**config.mk**
```make
export PLATFORM = sky130hd
export DESIGN_NAME = i2c_fan_target
export DESIGN_NICKNAME = d
export VERILOG_FILES = /design/src/rtl/i2c_fan_target.sv
export SDC_FILE = /design/constraint.sdc
export NUM_CORES = 1
export LEC_CHECK = 0
export ABC_AREA = 1
export CORE_ASPECT_RATIO = 0.5
export CORE_UTILIZATION = 30
export CTS_CLUSTER_SIZE = 25
export DETAILED_ROUTE_END_ITERATION = 16
export PLACE_DENSITY = 0.51
export RECOVER_POWER = 100
export SYNTH_ARGS = -nofsm -noshare
export SYNTH_HDL_FRONTEND = slang
export SYNTH_SLANG_ARGS = --single-unit
```
**constraint.sdc**
```tcl
create_clock -name CLK -period 1.9 [get_ports CLK]
set_input_delay 0.475 -clock CLK [delete_from_list [all_inputs] [get_ports CLK]]
set_output_delay 0.475 -clock CLK [all_outputs]
set_load 0.05 [all_outputs]
```
**src/rtl/i2c_fan_target.sv**
```systemverilog
// I2C target emulating the fan-controller chip: filtered bus inputs, START/STOP decode, small register file, alert output.
// Define FAN_TARGET_AUTOINC_EN to advance the register pointer after every data byte written or read.
module i2c_fan_target #(
  parameter logic [6:0] SLAVE_ADDR = 7'h1B,
  parameter int         FILTER_LEN = 3
) (
  input  logic       CLK,
  input  logic       RST_N,
  input  logic       SCL_IN,
  input  logic       SDA_IN,
  output logic       SDA_OE,
  output logic [7:0] SPEED_REG,
  output logic [7:0] CONFIG_REG,
  input  logic [7:0] TACH0,
  input  logic [7:0] TACH1,
  input  logic [3:0] ALARM_SET,
  output logic       ALERT_N,
  output logic       BUSY
);

  localparam int CW = $clog2(FILTER_LEN + 1);

  typedef enum logic [3:0] {
    IDLE, ADDR, ADDR_ACK, PTR, PTR_ACK, WDATA, WDATA_ACK, RDATA, RACK, WAIT
  } state_t;

  // Bit 1 carries SCL, bit 0 carries SDA through synchroniser and filter.
  logic [1:0]    sync_p0, sync_p1, flt, flt_d;
  logic [CW-1:0] flt_cnt [2];

  state_t     state;
  logic [3:0] bit_cnt;
  logic [7:0] shreg, ptr, ptr_next, rd_byte;
  logic [3:0] alarm, alarm_en;
  logic       rw, mack;
  logic       scl_rise, scl_fall, start_det, stop_det, load_now, alarm_clr;

  // Synchroniser stage, then the glitch filter stage
  always_ff @(posedge CLK or negedge RST_N) begin
    if (!RST_N) begin
      sync_p0 <= 2'b11;
      sync_p1 <= 2'b11;
      flt     <= 2'b11;
      flt_d   <= 2'b11;
      for (int i = 0; i < 2; i++) flt_cnt[i] <= '0;
    end else begin
      sync_p0 <= {SCL_IN, SDA_IN};
      sync_p1 <= sync_p0;
      flt_d   <= flt;
      for (int i = 0; i < 2; i++) begin
        if (sync_p1[i] == flt[i]) begin
          flt_cnt[i] <= '0;
        end else if (flt_cnt[i] == CW'(FILTER_LEN - 1)) begin
          flt[i]     <= sync_p1[i];
          flt_cnt[i] <= '0;
        end else begin
          flt_cnt[i] <= flt_cnt[i] + 1'b1;
        end
      end
    end
  end

  assign scl_rise  = flt[1] & ~flt_d[1];
  assign scl_fall  = ~flt[1] & flt_d[1];
  assign start_det = flt[1] & flt_d[1] & ~flt[0] & flt_d[0];
  assign stop_det  = flt[1] & flt_d[1] & flt[0] & ~flt_d[0];

`ifdef FAN_TARGET_AUTOINC_EN
  assign ptr_next = ptr + 8'd1;
`else
  assign ptr_next = ptr;
`endif

  always_comb begin
    rd_byte = 8'hFF;
    case (ptr)
      8'h00:   rd_byte = SPEED_REG;
      8'h02:   rd_byte = CONFIG_REG;
      8'h08:   rd_byte = {4'h0, alarm_en};
      8'h0C:   rd_byte = TACH0;
      8'h0E:   rd_byte = TACH1;
      8'h12:   rd_byte = {4'h0, alarm};
      default: rd_byte = 8'hFF;
    endcase
  end

  // The read shifter loads at the end of an address ACK or a master ACK; ALARM clears on that load.
  assign load_now  = scl_fall && ((state == ADDR_ACK && rw) || (state == RACK && !mack));
  assign alarm_clr = load_now && (ptr == 8'h12);

  // Protocol FSM and register file stage
  always_ff @(posedge CLK or negedge RST_N) begin
    if (!RST_N) begin
      state      <= IDLE;
      bit_cnt    <= 4'd0;
      shreg      <= 8'h00;
      ptr        <= 8'h00;
      rw         <= 1'b0;
      mack       <= 1'b1;
      SDA_OE     <= 1'b0;
      BUSY       <= 1'b0;
      ALERT_N    <= 1'b1;
      SPEED_REG  <= 8'h00;
      CONFIG_REG <= 8'h0A;
      alarm      <= 4'h0;
      alarm_en   <= 4'h0;
    end else begin
      alarm   <= (alarm_clr ? 4'h0 : alarm) | ALARM_SET;
      ALERT_N <= ~|(alarm & alarm_en);
      if (start_det) begin
        state   <= ADDR;
        bit_cnt <= 4'd0;
        SDA_OE  <= 1'b0;
      end else if (stop_det) begin
        state  <= IDLE;
        SDA_OE <= 1'b0;
        BUSY   <= 1'b0;
      end else begin
        case (state)
          ADDR, PTR, WDATA: begin
            if (scl_rise) begin
              shreg   <= {shreg[6:0], flt[0]};
              bit_cnt <= bit_cnt + 4'd1;
            end else if (scl_fall && bit_cnt == 4'd8) begin
              bit_cnt <= 4'd0;
              if (state == ADDR) begin
                if (shreg[7:1] == SLAVE_ADDR) begin
                  state  <= ADDR_ACK;
                  rw     <= shreg[0];
                  BUSY   <= 1'b1;
                  SDA_OE <= 1'b1;
                end else begin
                  state <= WAIT;
                  BUSY  <= 1'b0;
                end
              end else if (state == PTR) begin
                ptr    <= shreg;
                state  <= PTR_ACK;
                SDA_OE <= 1'b1;
              end else begin
                state  <= WDATA_ACK;
                SDA_OE <= 1'b1;
              end
            end
          end
          ADDR_ACK, RACK: begin
            if (scl_rise) begin
              mack <= flt[0];
            end else if (load_now) begin
              state   <= RDATA;
              shreg   <= rd_byte;
              SDA_OE  <= ~rd_byte[7];
              ptr     <= ptr_next;
              bit_cnt <= 4'd0;
            end else if (scl_fall) begin
              state   <= (state == ADDR_ACK) ? PTR : WAIT;
              SDA_OE  <= 1'b0;
              bit_cnt <= 4'd0;
            end
          end
          PTR_ACK: begin
            if (scl_fall) begin
              state  <= WDATA;
              SDA_OE <= 1'b0;
            end
          end
          WDATA_ACK: begin
            if (scl_fall) begin
              case (ptr)
                8'h00:   SPEED_REG  <= shreg;
                8'h02:   CONFIG_REG <= shreg;
                8'h08:   alarm_en   <= shreg[3:0];
                default: ;
              endcase
              ptr    <= ptr_next;
              state  <= WDATA;
              SDA_OE <= 1'b0;
            end
          end
          RDATA: begin
            if (scl_fall) begin
              if (bit_cnt == 4'd7) begin
                state  <= RACK;
                SDA_OE <= 1'b0;
              end else begin
                shreg  <= {shreg[6:0], 1'b0};
                SDA_OE <= ~shreg[6];
              end
              bit_cnt <= bit_cnt + 4'd1;
            end
          end
          default: ;
        endcase
      end
    end
  end

endmodule

```
==> flow_summary.ini <==
[timing]
slew_headroom_pct = -0.0318
setup_tns_ns = 0
hold_viol_final = 0
setup_slack_ns = 0.140
max_freq_mhz = 568
setup_viol = 0
fin_crit_ns = 1.76
skew_ns = 0.00776
drv_slew = 9
fin_crit_sh_pct = 92.6
worst_pin_slew_ns = 1.50
holdWs_ns = 0.355

[status]
violations = slew limit
status = finished with violations

[cts]
cts_buffers = 9
path_clk_slew_ns = 0.06
cts_sinks = 65
clockRootBuffer = clkbuf_16
insertion_delay_ns = 0.34
cts_tree = done
htree_num_levels = 3
cts_max_path_buffers = 2
postCtsHoldBufs = 0

[placed_design]
hpwl_mm = 7.32
portBuffers = 42
dp.cells = 724
globalplace.congestion = 0.935
post-place-ws_ns = 0.0717

[worst_hold_path]
hold_path.class = reg2reg
min_path_cells = 0

[grt]
track_usage_pct = 16.4
grt_pass1_vias = 3173
grt_pass1_wl_mm = 16.4
globalRouteOverflowTotal = 0
grt_start_max_net_pins = 66
antenna_found_initial = 0

[worst_setup_path]
critical_path.cell_chain = inv_2 > nand2_1 > nor3_1 > nand2_1 > nand2_1 > nand2_1 > nand2_1 > nor3_1 > nand2_1 > nand2_1
cp-start-kind = flip-flop
path_class = reg2reg
endpoint_kind = flip-flop
cp.arrival_ns = 1.97
critPathRequiredTime_ns = 2.11
max_stage_delay_ns = 0.44
rr_worst_depth = 10
path_max_fanout = 5
slowest_stage = dfrtp_1
cpMostUsedCell = nand2_1

[layout]
fin_cells = 746
antenna_cells = 0
multi_input_area_um2 = 1840
fin_util_pct = 39.5
fillers = 1251
syn_to_final_growth_pct = 25.3
drive_above_1_share_pct = 16.9
seqCellArea_um2 = 1640
fin_nets = 602

[synth]
synth_nets = 536
synth_edf_count = 0
synth.most_common_cell = nand2_1
yosysTopAreaCell = dfrtp_1
yosys_warnings = 0
async_flop_share_pct = 100
syn_area_um2 = 3810
synth.top_cell.area_share_pct = 34.8
ys_ff_latch = 65
synth_ff_type = dfrtp_1
syn-instance-count = 510
ys_seq_area_share_pct = 43.1
synth.area.top_cells = dfrtp_1, nand2_1, dfstp_2, nand3_1, nor2_1
yosys-top-cells-count = nand2_1, nor2_1, dfrtp_1
synth.avg_cell_area_um2 = 7.47
yosysUniqueCellTypes = 36

[detailed_routing]
first_pass_iters = 4
first_iter_violations = 235
vias = 3416
via_per_inst = 4.58
drc = 0
routed_wl_mm = 9.99
wl_per_cell_um = 13.4
drtAntennaViolNets = 0

[die]
rows = 28
io_pins = 43
die_h_um = 81.7
chipWidth_um = 161
dieArea_um2 = 13200
core_area_um2 = 12100
start_util_pct = 31.5

[job]
maxCapViolCount = 0

[power_and_ir_drop]
leakage_nw = 2.38
powerDensity_nw_per_um2 = 1510
irDropWorstVdd_mv = 0.498
[cells in the final DEF, fill, tap and decap left out, types with 7 or more instances in the layout]
master | synthesis | layout
buf_4 | 2 | 17
nor2_2 | 7 | 11
clkbuf_16 | 0 | 9
nand3_1 | 47 | 47
o21ai_0 | 31 | 33
inv_1 | 52 | 52
a21oi_1 | 5 | 7
dfrtp_1 | 53 | 51
clkdlybuf4s50_1 | 0 | 20
o21ai_2 | 9 | 7
nor2_1 | 62 | 59
dfstp_2 | 12 | 8
clkbuf_1 | 1 | 19
nand2_1 | 157 | 157
nor3_1 | 9 | 9
[power by group]
| group | total [mW] | internal, mW | switching (mW) |
|---|---|---|---|
| combinational | 3.29 | 1.06 | 2.23 |
| sequential | 2.10 | 1.77 | 0.329 |
| clock | 1.84 | 1.19 | 0.652 |
| total | 7.23 | 4.02 | 3.21 |
[cell families (layout without fill, tap and decap cells)]
group	after synthesis	count (layout)	share of synthesized area, %
AOI/OAI and AO/OA	66	66	11.2
adders and majority gates	2	2	0.657
buffers and inverters	69	140	8.08
DFF	65	65	43.1
xor gates and xnor gates	4	4	0.920
and+or+nand+nor	304	304	36.1
[routing by layer]
layer	track usage (%)	part of all wire, %	wire, µm	vias to the layer above
met5	0	0	0	-
met4	5.28	0.97	97	0
met3	4.85	4.2	419	8
met2	25.7	44	4400	58
met1	21.9	51	5080	1599
li1	-	-	-	1751
[repair_timing]
action	4_1_cts	5_1_grt
setup endpoints to repair	0	18
resized for setup	0	6
endpoints found under the hold margin	0	0
buffers inserted	0	6
[metrics by stage]
stage	total power, mW	cell area [µm²]
5_1_grt	7.82	4770
6_report	7.23	4770
2_1_floorplan	4.64	3810
3_3_place_gp	5.45	4500
4_1_cts	7.32	4830
3_5_place_dp	5.46	4500
[state kept, by name (all words and copies together), names as in the netlist]
| register | cells |
|---|---|
| shreg | 8 |
| bit_cnt | 4 |
| ALERT_N | 1 |
| flt_d | 2 |
| SDA_OE | 1 |
| alarm_en | 4 |
| CONFIG_REG | 8 |
| alarm | 4 |
| state | 4 |
| sync_p1 | 2 |
| rw | 1 |
| BUSY | 1 |
| ptr | 8 |
| sync_p0 | 2 |
| flt | 2 |
| flt_cnt | 4 |
| SPEED_REG | 8 |
| mack | 1 |
[area by class of cell]
type / count / share of cell area [%]
clock inverters: 6 / 1.91
repair buffers: 66 / 11.2
flip-flops and latches: 65 / 34.4
multi-input cells: 376 / 38.6
well taps: 165 / 4.32
inverters: 58 / 4.56
clock buffers: 10 / 5.01
[worst paths after layout]
check | from | endpoint | slack [ns]
worst min register to register | sync_p0[0] | sync_p1[0] | 0.35
min in group asynchronous | RST_N | flt_cnt[2] | 0.58
worst min-delay path | sync_p0[0] | sync_p1[0] | 0.35
worst max-delay path | state[1] | SDA_OE | 0.14
worst max register to register | state[1] | SDA_OE | 0.14
max in group asynchronous | RST_N | state[2] | 0.30
[critical path, delay by kind of cell, from the launching register on]
family | cells | cell delay [ns]
AND/OR/NAND/NOR | 9 | 1.06
flip-flops | 1 | 0.44
buffers and inverters | 1 | 0.12
No activity file was read; power rests on OpenSTA's default activity.
